==> src/rtl/instr_fetch.sv <==
// instr_fetch: MIPS IF stage owning the PC, a one-entry skid buffer and the IF/ID register.
// Define IF_PERF_EN to add the fetch/bubble performance counters.
`ifndef ADDR_WIDTH
`define ADDR_WIDTH 32
`endif
`ifndef INSTR_WIDTH
`define INSTR_WIDTH 32
`endif
module instr_fetch #(
  parameter logic [`ADDR_WIDTH-1:0] RESET_PC = '0,
  parameter int                     PC_STEP  = 4
) (
  input  logic                    clk_87,
  input  logic                    rst_87,
  output logic                    imem_req_87,
  output logic [`ADDR_WIDTH-1:0]  imem_addr_87,
  input  logic                    imem_ready_87,
  input  logic [`INSTR_WIDTH-1:0] imem_data_87,
  input  logic                    stall_87,
  input  logic                    branch_flag_87,
  input  logic [`ADDR_WIDTH-1:0]  branch_pc_87,
  input  logic                    halt_87,
  output logic [`INSTR_WIDTH-1:0] instr_87,
  output logic [`ADDR_WIDTH-1:0]  pc_next_87,
  output logic                    valid_87,
  output logic                    halted_87
`ifdef IF_PERF_EN
  ,
  output logic [31:0]             fetch_cnt_87,
  output logic [31:0]             bubble_cnt_87
`endif
);
  typedef enum logic [1:0] {S_FETCH, S_HOLD, S_HALT} state_t;
  localparam logic [`ADDR_WIDTH-1:0] STEP = `ADDR_WIDTH'(PC_STEP);
  state_t                   state_q, state_d;
  logic [`ADDR_WIDTH-1:0]   pc_q, pc_d;
  logic [`INSTR_WIDTH-1:0]  skid_instr_q, skid_instr_d;
  logic [`ADDR_WIDTH-1:0]   skid_pc_q, skid_pc_d;
  logic [`INSTR_WIDTH-1:0]  instr_q, instr_d;
  logic [`ADDR_WIDTH-1:0]   pc_next_q, pc_next_d;
  logic                     valid_q, valid_d;
  logic                     load_valid, load_bubble;
  logic [`ADDR_WIDTH-1:0]   pc_inc, target;
  assign pc_inc       = pc_q + STEP;
  assign target       = {branch_pc_87[`ADDR_WIDTH-1:2], 2'b00};
  assign imem_req_87  = (state_q == S_FETCH) && !rst_87;
  assign imem_addr_87 = pc_q;
  assign instr_87     = instr_q;
  assign pc_next_87   = pc_next_q;
  assign valid_87     = valid_q;
  assign halted_87    = state_q == S_HALT;
  always_comb begin
    state_d      = state_q;
    pc_d         = pc_q;
    skid_instr_d = skid_instr_q;
    skid_pc_d    = skid_pc_q;
    instr_d      = instr_q;
    pc_next_d    = pc_next_q;
    valid_d      = valid_q;
    load_valid   = 1'b0;
    load_bubble  = 1'b0;
    case (state_q)
      S_FETCH: begin
        if (stall_87) begin
          if (imem_ready_87) begin
            pc_d         = pc_inc;
            skid_instr_d = imem_data_87;
            skid_pc_d    = pc_inc;
            state_d      = S_HOLD;
          end
        end else if (halt_87) begin
          instr_d   = '0;
          pc_next_d = '0;
          valid_d   = 1'b0;
          state_d   = S_HALT;
        end else if (branch_flag_87) begin
          pc_d        = target;
          instr_d     = '0;
          pc_next_d   = '0;
          valid_d     = 1'b0;
          load_bubble = 1'b1;
        end else if (imem_ready_87) begin
          pc_d       = pc_inc;
          instr_d    = imem_data_87;
          pc_next_d  = pc_inc;
          valid_d    = 1'b1;
          load_valid = 1'b1;
        end else begin
          instr_d     = '0;
          pc_next_d   = '0;
          valid_d     = 1'b0;
          load_bubble = 1'b1;
        end
      end
      S_HOLD: begin
        if (stall_87) begin
          state_d = S_HOLD;
        end else if (halt_87) begin
          instr_d   = '0;
          pc_next_d = '0;
          valid_d   = 1'b0;
          state_d   = S_HALT;
        end else if (branch_flag_87) begin
          // the skid entry lies on the wrong path; drop it and refetch at target
          pc_d         = target;
          skid_instr_d = '0;
          skid_pc_d    = '0;
          instr_d      = '0;
          pc_next_d    = '0;
          valid_d      = 1'b0;
          load_bubble  = 1'b1;
          state_d      = S_FETCH;
        end else begin
          instr_d    = skid_instr_q;
          pc_next_d  = skid_pc_q;
          valid_d    = 1'b1;
          load_valid = 1'b1;
          state_d    = S_FETCH;
        end
      end
      default: begin
        instr_d   = '0;
        pc_next_d = '0;
        valid_d   = 1'b0;
        state_d   = S_HALT;
      end
    endcase
  end
  always_ff @(posedge clk_87) begin
    if (rst_87) begin
      state_q      <= S_FETCH;
      pc_q         <= RESET_PC;
      skid_instr_q <= '0;
      skid_pc_q    <= '0;
      instr_q      <= '0;
      pc_next_q    <= '0;
      valid_q      <= 1'b0;
    end else begin
      state_q      <= state_d;
      pc_q         <= pc_d;
      skid_instr_q <= skid_instr_d;
      skid_pc_q    <= skid_pc_d;
      instr_q      <= instr_d;
      pc_next_q    <= pc_next_d;
      valid_q      <= valid_d;
    end
  end
`ifdef IF_PERF_EN
  logic [31:0] fetch_cnt_q, bubble_cnt_q;
  assign fetch_cnt_87  = fetch_cnt_q;
  assign bubble_cnt_87 = bubble_cnt_q;
  always_ff @(posedge clk_87) begin
    if (rst_87) begin
      fetch_cnt_q  <= '0;
      bubble_cnt_q <= '0;
    end else begin
      fetch_cnt_q  <= fetch_cnt_q + {31'd0, load_valid};
      bubble_cnt_q <= bubble_cnt_q + {31'd0, load_bubble};
    end
  end
`else
  logic unused_perf;
  assign unused_perf = load_valid ^ load_bubble;
`endif
endmodule
==> config.mk <==
export PLATFORM = sky130hd
export DESIGN_NAME = instr_fetch
export DESIGN_NICKNAME = d
export VERILOG_FILES = /design/src/rtl/instr_fetch.sv
export SDC_FILE = /design/constraint.sdc
export NUM_CORES = 1
export LEC_CHECK = 0
export BUFFER_PORTS_ARGS = -buffer_cell sky130_fd_sc_hd__buf_2
export CAP_MARGIN = 20
export CORE_MARGIN = 4
export CORE_UTILIZATION = 58
export DETAILED_ROUTE_END_ITERATION = 8
export GPL_TIMING_DRIVEN = 1
export PLACE_DENSITY_LB_ADDON = 0.2
export SLEW_MARGIN = 20
export SYNTH_ARGS = -nofsm -noshare
export SYNTH_HDL_FRONTEND = slang
export SYNTH_SLANG_ARGS = --single-unit
==> constraint.sdc <==
create_clock -name clk_87 -period 5.35 [get_ports clk_87]
set_input_delay 0.2675 -clock clk_87 [delete_from_list [all_inputs] [get_ports clk_87]]
set_output_delay 0.2675 -clock clk_87 [all_outputs]
set_load 0.005 [all_outputs]
==> results of run 1 <==
[sequential cells by signal (all words and copies together), names as in the netlist]
name	count
skid_instr_q	32
valid_87	1
pc_next_87	32
instr_87	32
skid_pc_q	32
imem_addr_87	30
state_q	2
[path summary, 6_finish.rpt]
check	startpoint	to	slack (ps)	depth (start not counted)
worst min register to register	skid_pc_q[25]$_SDFFE_PP0P_	skid_pc_q[25]$_SDFFE_PP0P_	450	1
worst max register to register	state_q[0]$_SDFFE_PP0P_	pc_next_87[17]$_SDFFE_PP0P_	2670	6
worst max-delay path	rst_87	imem_req_87	2630	7
worst min-delay path	imem_data_87[20]	skid_instr_q[20]$_SDFFE_PP0P_	110	3
[power by group through the flow]
stage	logic [mW]	registers, mW	clock network (mW)
after CTS	0.323	1.30	1.25
after floorplan	0.208	1.31	0
after global routing	0.360	1.31	1.30
after global placement	0.317	1.32	0
after detailed placement	0.321	1.33	0
final	0.328	1.30	1.24
[layout make-up]
class | count | area share, %
Multi-Input combinational cell | 610 | 43.3
Sequential cell | 161 | 36.6
Timing Repair Buffer | 175 | 10.4
Clock buffer | 20 | 5.07
Tap cell | 172 | 2.44
Clock inverter | 12 | 1.77
Inverter | 11 | 0.468
[worst min-delay path: cells and delay by family]
| family | cells | cell delay, ps |
|---|---|---|
| AO/OA/AOI/OAI | 1 | 70 |
| AND/OR/NAND/NOR | 1 | 80 |
| buffers and inverters | 1 | 90 |
[per-layer routing]
layer	vias to the layer above	GRT usage, %	routed length [µm]
met2	404	41.9	9600
li1	3463	-	-
met4	0	8.89	431
met5	-	0	0
met3	38	9.51	2310
met1	3457	41.8	9590
[kinds of logic (layout without fill, tap and decap cells)]
family          after synthesis  count (layout)  share of synthesized area (%)
buf+inv                      94             218                           5.96
flops                       161             161                           43.1
mux                           5               5                          0.670
simple gates                303             303                           20.6
fa+ha+maj                     2               2                          0.335
other cells                   1               2                         0.0502
compound gates              276             276                           26.6
xor+xnor                     22              22                           2.58
[metrics by stage]
step,cells,area (µm²),hold slack [ps],utilization (%)
2_1_floorplan,865,7480,418,-
3_3_place_gp,1129,8210,433,65.1
3_5_place_dp,1129,8210,442,65.1
4_1_cts,1161,8810,90.2,69.8
5_1_grt,1161,8820,103,69.9
6_report,1161,8820,107,69.9
[placed cells by master, fill, tap and decap left out, types with 6 or more instances in the layout]
| cell type | instances |
|---|---|
| buf_2 | 164 |
| dfxtp_1 | 161 |
| nor2_1 | 118 |
| nor3_1 | 53 |
| a22oi_1 | 53 |
| o21ai_0 | 48 |
| a221oi_1 | 46 |
| a21oi_1 | 36 |
| nand3_1 | 29 |
| nand2_1 | 28 |
| xnor2_1 | 18 |
| clkbuf_16 | 17 |
| nand4_1 | 12 |
| a22o_1 | 12 |
| nor4_1 | 10 |
| a31oi_1 | 10 |
| o22ai_1 | 10 |
| buf_4 | 10 |
| inv_1 | 9 |
| and3_1 | 8 |
| or3_1 | 7 |
| o21a_1 | 7 |
| a21boi_0 | 7 |
| and2_1 | 6 |
| a21bo_2 | 6 |
==> impl_results.md, run 1 <==
* Via/cell ratio at approximately 6.3
* TritonCTS buffer count at 17
* Flop pwr share at 45.4%
* ANT nets after route at 0
* GRT overflow at 0
* Critical Path Max Stage Delay at around 640 ps
* Crit path capture type: output pin
* Most frequent cell after synthesis: dfxtp_1
* Critical-path maximum fanout at 75
* CP top delay family: buffers and inverters
* Area delta synth->final at 18.0%
* Final Cycle Share at roughly 51%
* Syn Std Cell Area at 7470 µm²
* Skew final at ~10 ps
* Register area share after synthesis at 43.1%
* Synth cell count leaders: 161 x dfxtp_1, 118 x nor2_1, 53 x a22oi_1, 53 x nor3_1, 48 x o21ai_0
* Sw frac at between 20% and 30%
* Final Hold Vio Count at 0
* Hold-fix buffer count after cts at 0
* Mapped Cells at around 860
* Core Rows at about 40
* Die area at ~15000 µm²
* Vias in the first global route at between 6000 and 7000
* Synth top area share at 43.1%
* Max cap viols at 0
* Setup WS pre-CTS at approximately 2500 ps
* # fillers at 1032
* Max-slew violations at 0
* Fmax at ~370 MHz
* Initial antenna violation count at 0
* CTS root buffer: clkbuf_16
* Worst-path cell with the longest stage delay: buf_4
* Clock Tree Buf Depth at 2
* CTS tree: done
* Multi-input logic area at roughly 3800 µm²
* Insertion delay to the later sink of the worst-skew pair at 430 ps
* Die span in y at 122 µm
* Sequential Area at ~3200 µm²
* Buf+Inv Stages, Crit Path at 5
* GRT Total Usage at just under 30%
* Int Pwr at roughly 2.1 mW
* Net Switching at between 700 and 800 µW
* ANT cells at 0
* Leakage power at around 3.6 nW
* Io pins at ~170
* Proportion of power drawn by combinational gates at a little under an eighth
* Yosys reg bits at approximately 160
* Clk slew on worst S/H paths at 60 ps
* Clk sinks at between 150 and 200
* Synth area leader: dfxtp_1
* Status: finished clean
* Die Wd at between 100 and 150 µm
* DRT Wirelength at 21900 µm
* First-pass GRT wire length at about 35000 µm
* Post-DR wirelength/cell at around 19 µm
* Core Area at about 13000 µm²
* Post-synth ARST share at 0%
* Slew HR at about 24%
* # setup viols final at 0
* Htree depth at 4
* YS warnings at 0
* First-pass detailed-route iteration total at 7
* Drc violations at 0
* Yosys cell types at 75
* Overall Power at approximately 2.9 mW
* Avg Cell Area, Syn at between 8 and 9 µm²
* CP arrival at 2460 ps
* Setup_tns at 0 ps
* Post-CTS Resized at 0
* Req. time, crit path at slightly above 5000 ps
* Final Critical Period at about 2700 ps
* Type of the most critical hold path: in -> reg
* Starting density of the core at between 50% and 60%
* Worst path cell trace: buf_2 -> buf_4 -> inv_1 -> nand2_1 -> buf_4 -> nor2_1 -> buf_2
* IR drop worst, VDD at 260 µV
* Share of post-route cells with drive strength above 1 at roughly a quarter
* WS Path Type: in -> out
* Synth area leaders: dfxtp_1 43%, nor2_1 5.9%, a221oi_1 5.4%, a22oi_1 5.3%, nor3_1 3.5%
* Initial DRC Count at roughly 860
* Power share of the clock group at between 40% and 50%
* Post-CTS Setup Inserts at 0
* Slew @ Worst Pin at approximately 1100 ps
* Top_reg_cell synth: dfxtp_1
* Worst setup SP type: primary input
* Routed via count at 7362
* Number of synthesized flops with an enable pin at 0
* RSZ-0062 raised after global routing: false
* Placer Congestion at 0.995
* Setup ws final at ~2600 ps
* NumNets Final at roughly 1000
* Hpwl dp at ~14000 µm
* Port bufs at ~160
* Power per cell area at ~330 nW/µm²
* Largest net degree at the start of global routing at 76
No activity file was read; power rests on OpenSTA's default activity.
==> run 2: changes to the inputs <==
CORE_UTILIZATION = 49   (was 58)
clock period = 2.4 ns   (was 5.35 ns; I/O delays follow)
==> impl_results.md, run 2 (synthesis gave the netlist of run 1 again) <==
* Port bufs at 164 (unchanged)
* Worst-path cell with the longest stage delay: dfxtp_1
* Worst path cell trace: ha_1 -> and4_1 -> nand4_2 -> o21a_1 -> or2_1 -> a22o_1
* Post-CTS Resized at 0 (unchanged)
* CP arrival at 2450 ps (about the same)
* Reg2Reg Launch Point: imem_addr_87[2]$_SDFFE_PP0P_
* IR drop worst, VDD at 551 µV (+110%)
* Initial antenna violation count at 1 (+1)
* CTS root buffer: clkbuf_16
* Leakage power at 3.82 nW (+6.9%)
* NumNets Final at 1107 (+5.6%)
* Fmax at 470 MHz
* Die Wd at 132 µm (+8.2%)
* Critical-path maximum fanout at 7 (-91%)
* CTS tree: done
* Most common cell after layout, fill and taps aside: buf_2
* Critical path depth in cells at 6 (-1)
* Hold-fix buffer count after cts at 40 (+40)
* Insertion delay to the later sink of the worst-skew pair at 420 ps (about the same)
* Clock Tree Buf Depth at 2 (unchanged)
* Max cap viols at 0 (unchanged)
* Status: finished clean
* Core Area at 14800 µm² (+17%)
* End of the worst register-to-register path: skid_pc_q[24]$_SDFFE_PP0P_
* Worst setup startpoint: imem_addr_87[2]$_SDFFE_PP0P_
* Power per cell area at 677 nW/µm² (+110%)
* WS Path Type: reg -> reg
* # setup viols final at 0 (unchanged)
* Flop pwr share at 45.8% (+0.4 points)
* Final Cycle Share at just under 90%
* Sw frac at 26.0% (+0.17 points)
* Crit path capture type: flop
* Starting density of the core at 50.7% (-8.6 points)
* Post-DR wirelength/cell at 19.0 µm (+0.42%)
* Type of the most critical hold path: in -> reg
* Area delta synth->final at 25.2%
* Final Critical Period at around 2100 ps
* Net Switching at 1.65 mW (+120%)
* Clk sinks at 161 (unchanged)
* Post-CTS Setup Inserts at 0 (unchanged)
* Worst setup SP type: flop
* Commonest non-fill, non-tap cells in the layout: 164 x buf_2, 161 x dfxtp_1, 118 x nor2_1, 53 x nor3_1, 53 x a22oi_1
* Req. time, crit path at 2720 ps (-2360 ps)
* DRT Wirelength at 23400 µm (+6.5%)
* Max-slew violations at 0 (unchanged)
* Overall Power at 6.33 mW (+120%)
* First-pass GRT wire length at 37200 µm (+7.7%)
* R2R Setup Slk at 270 ps (-2400 ps)
* Setup_tns at 0 ps (unchanged)
* ANT cells at 0 (unchanged)
* Buf+Inv Stages, Crit Path at 0 (-5)
* Placer Congestion at 0.916 (-7.9%)
* Largest net degree at the start of global routing at 61 (-20%)
* Core Rows at 44 (+7.3%)
* Die area at 17300 µm² (+17%)
* First-pass detailed-route iteration total at 7 (unchanged)
* RSZ-0062 raised after global routing: false
* Final Hold Vio Count at 0 (unchanged)
* Via/cell ratio at 6.11 (-3.6%)
* Proportion of power drawn by combinational gates at 13.0% (+1.6 points)
* Vias in the first global route at 6890 (+3.4%)
* Hpwl dp at 15300 µm (+5.8%)
* R2r worst-path depth at 6 (unchanged)
* Io pins at 169 (unchanged)
* Share of post-route cells with drive strength above 1 at 23.8% (+0.22 points)
* Drc violations at 0 (unchanged)
* Htree depth at 4 (unchanged)
* GRT Total Usage at 26.2% (-3.0 points)
* Initial DRC Count at 798 (-6.7%)
* CP top delay family: simple AND/OR/NAND/NOR gates
* Power share of the clock group at 41.3% (-1.8 points)
* Routed via count at 7527 (+2.2%)
* Clk slew on worst S/H paths at 60 ps (about the same)
* TritonCTS buffer count at 17 (unchanged)
* GRT overflow at 0 (unchanged)
* Slew HR at 48.3% (+24 points)
* Worst Setup EP: skid_pc_q[24]$_SDFFE_PP0P_
* Critical Path Max Stage Delay at 440 ps (-200 ps)
* Slew @ Worst Pin at 775 ps (-356 ps)
* Die span in y at 132 µm (+8.2%)
* Final hold slack at 11.0 ps (-96.4 ps)
* Final core occ at 63.4% (-6.4 points)
* Skew final at 9.72 ps (-0.306 ps)
* Int Pwr at 4.68 mW (+120%)
* ANT nets after route at 0 (unchanged)
## run 2: cell count changes in the layout (fill, tap and decap cells not counted)
cell / change
and2_2: +1
dlygate4sd3_1: +40
buf_4: +17
bufinv_16: -1
and2_4: -1
buf_12: +2
clkinv_4: -2
inv_6: -1
clkinvlp_4: +1
clkbuf_1: +2
## run 2: how the worst min path moves through the flow
stage / from / to / slack (ps) / cells past startpoint
CTS: branch_pc_87[28] / imem_addr_87[28]$_SDFFE_PP0P_ / 3 / 3
detailed placement: branch_pc_87[11] / imem_addr_87[11]$_SDFFE_PP0P_ / 380 / 3
global placement: branch_pc_87[12] / imem_addr_87[12]$_SDFFE_PP0P_ / 380 / 3
global route: branch_pc_87[28] / imem_addr_87[28]$_SDFFE_PP0P_ / 30 / 3
finish: branch_pc_87[28] / imem_addr_87[28]$_SDFFE_PP0P_ / 10 / 3
floorplan: branch_pc_87[12] / imem_addr_87[12]$_SDFFE_PP0P_ / 270 / 2
## run 2: layout make-up
| class | instances | area [µm²] |
|---|---|---|
| fillers | 1294 | 5400 |
| multi-input cells | 610 | 3820 |
| flip-flops and latches | 161 | 3220 |
| repair buffers | 234 | 1480 |
| clock buffers | 22 | 454 |
| well taps | 184 | 230 |
| clock inverters | 9 | 108 |
| inverters | 11 | 41.3 |
## run 2: through the flow
step	std cells	cell area (µm²)	worst slack [ps]
2_1_floorplan	865	7480	531
3_3_place_gp	1160	8390	362
3_5_place_dp	1160	8390	326
4_1_cts	1231	9360	308
5_1_grt	1231	9360	93.2
6_report	1231	9360	270
## run 2: metal layers
layer / global-route usage, % / vias to the layer above / part of all wire [%]
li1: - / 3569 / -
met4: 8.17 / 2 / 1.7
met5: 0 / - / 0.056
met2: 38.9 / 367 / 45
met1: 37.5 / 3552 / 45
met3: 6.27 / 37 / 8.6
## run 2: worst register-to-register path: stages, from the launching register on
cell and delay (ps):
dfxtp_1 440, ha_1 320, and4_1 370, nand4_2 240, o21a_1 240, or2_1 220, a22o_1 200
## run 2: power by group through the flow
stage	sequential, mW	clock, mW	combinational (mW)
after floorplan	2.93	0	0.463
after global placement	2.95	0	0.753
after detailed placement	2.95	0	0.757
after CTS	2.89	2.65	0.810
after global routing	2.91	2.77	0.899
final	2.90	2.61	0.821
==> run 3: changes to the inputs <==
GPL_TIMING_DRIVEN = 0   (was 1)
==> impl_results.md, run 3 (synthesis gave the netlist of run 1 again) <==
* Port bufs at 162 (-1.2%)
* Post-CTS Setup Inserts at 0 (unchanged)
* Largest net degree at the start of global routing at 17 (-72%)
* Initial antenna violation count at 1 (unchanged)
* Io pins at 169 (unchanged)
* Most common cell after layout, fill and taps aside: buf_2
* Worst setup startpoint: imem_addr_87[3]$_SDFFE_PP0P_
* Hold_sp: branch_pc_87[10]
* Routed via count at 7956 (+5.7%)
* Final Cycle Share at 92.3% (+3.6 points)
* Slew HR at 27.6% (-21 points)
* Via/cell ratio at 6.20 (+1.3%)
* Post-DR wirelength/cell at 19.9 µm (+4.8%)
* First-pass detailed-route iteration total at 5 (-2)
* Area delta synth->final at 26.8%
* Setup_tns at 0 ps (unchanged)
* Starting density of the core at 50.7% (unchanged)
* Core Area at 14800 µm² (unchanged)
* GRT overflow at 0 (unchanged)
* NumNets Final at 1159 (+4.7%)
* Leakage power at 3.89 nW (+1.6%)
* Insertion delay to the later sink of the worst-skew pair at 440 ps (+20 ps)
* Worst setup SP type: flop
* Multi-input logic area at 3820 µm² (about the same)
* Htree depth at 4 (unchanged)
* Hpwl dp at 18100 µm (+18%)
* Power per cell area at 663 nW/µm² (-2.1%)
* IR drop worst, VDD at 566 µV (+2.9%)
* Fmax at 452 MHz (-3.8%)
* ANT nets after route at 0 (unchanged)
* # setup viols final at 0 (unchanged)
* Clock Tree Buf Depth at 2 (unchanged)
* Vias in the first global route at 7296 (+5.9%)
* Commonest non-fill, non-tap cells in the layout: 186 x buf_2, 161 x dfxtp_1, 117 x nor2_1, 53 x nor3_1, 53 x a22oi_1
* Inst Count DP at 1211 (+4.4%)
* Sequential Area at 3220 µm² (unchanged)
* Clk sinks at 161 (unchanged)
* Status: finished clean
* Drc violations at 0 (unchanged)
* WS Path Type: reg -> reg
* Req. time, crit path at 2730 ps (about the same)
* Clk slew on worst S/H paths at 60 ps (about the same)
* # fillers at 1354 (+4.6%)
* R2R Setup Slk at 190 ps (-90 ps)
* Type of the most critical hold path: in -> reg
* CTS root buffer: clkbuf_16
* Finished Layout Cells at 1284 (+4.3%)
* Reg2Reg Launch Point: imem_addr_87[3]$_SDFFE_PP0P_
* Placer Congestion at 0.927 (+1.2%)
* TritonCTS buffer count at 17 (unchanged)
* Max cap viols at 0 (unchanged)
* Skew final at 9.57 ps (-0.151 ps)
* Die Wd at 132 µm (unchanged)
* Core Rows at 44 (unchanged)
* Max-slew violations at 0 (unchanged)
* CP arrival at 2540 ps (+90 ps)
* Die area at 17300 µm² (unchanged)
* First-pass GRT wire length at 39900 µm (+7.3%)
* Final Hold Vio Count at 0 (unchanged)
* Critical-path maximum fanout at 7 (unchanged)
* DRT Wirelength at 25500 µm (+9.3%)
* Slew @ Worst Pin at 1080 ps (+303 ps)
* RSZ-0062 raised after global routing: false
* Final Critical Period at 2210 ps (+85.2 ps)
* CTS tree: done
* Die span in y at 132 µm (unchanged)
* Crit path capture type: flop
* GRT Total Usage at 28.6% (+2.5 points)
* Initial DRC Count at 849 (+6.4%)
* Share of post-route cells with drive strength above 1 at 23.1% (-0.67 points)
[run 3: path summary, 6_finish.rpt]
path | end | depth (start not counted)
setup / recovery | skid_pc_q[24]$_SDFFE_PP0P_ | 6
hold / removal | imem_addr_87[10]$_SDFFE_PP0P_ | 3
setup reg to reg | skid_pc_q[24]$_SDFFE_PP0P_ | 6
hold reg to reg | skid_pc_q[25]$_SDFFE_PP0P_ | 1
[run 3: power breakdown]
| part | switching (mW) | leakage [nW] | internal, mW |
|---|---|---|---|
| Clock | 1.09 | 0.255 | 1.44 |
| Sequential | 0.0960 | 1.31 | 2.79 |
| Combinational | 0.526 | 2.32 | 0.347 |
[run 3: stage by stage]
stage | util, % | hold WS (ps) | total power, mW | instance area (µm²) | setup WS [ps]
after global placement | 57.7 | 387 | 3.72 | 8520 | 237
after CTS | 64.2 | 0.563 | 6.26 | 9470 | 221
after floorplan | - | 270 | 3.39 | 7480 | 531
after detailed placement | 57.7 | 381 | 3.73 | 8520 | 231
final | 64.2 | 15.5 | 6.28 | 9480 | 185
after global routing | 64.2 | 15.7 | 6.51 | 9480 | 107
[run 3: worst max-delay path, stage by stage (launching register included)]
cell and delay (ps):
dfxtp_1 450, ha_1 340, and4_1 390, nand4_2 250, o21a_1 250, or2_1 230
a22o_1 200
[run 3: area by class of cell]
type                            instances  share of cell area (%)
Buffer                                 83                    4.26
Clock buffer                           21                    4.75
Antenna cell                            1                  0.0264
Clock inverter                         10                   0.937
Multi-Input combinational cell        610                    40.3
Tap cell                              184                    2.43
Inverter                               11                   0.436
Sequential cell                       161                    34.0
Timing Repair Buffer                  203                    12.9
[run 3: timing repair]
action                                  CTS  global route
gates resized for setup                   0             2
hold buffers                             41             0
endpoints found under the hold margin    41             0
endpoints found under the setup margin    0             2
[run 3: per-layer routing]
metal	track usage [%]	share of wire (%)
met1	39.0	43
met2	43.0	44
met3	8.03	10
met4	11.5	3.0
met5	0	0
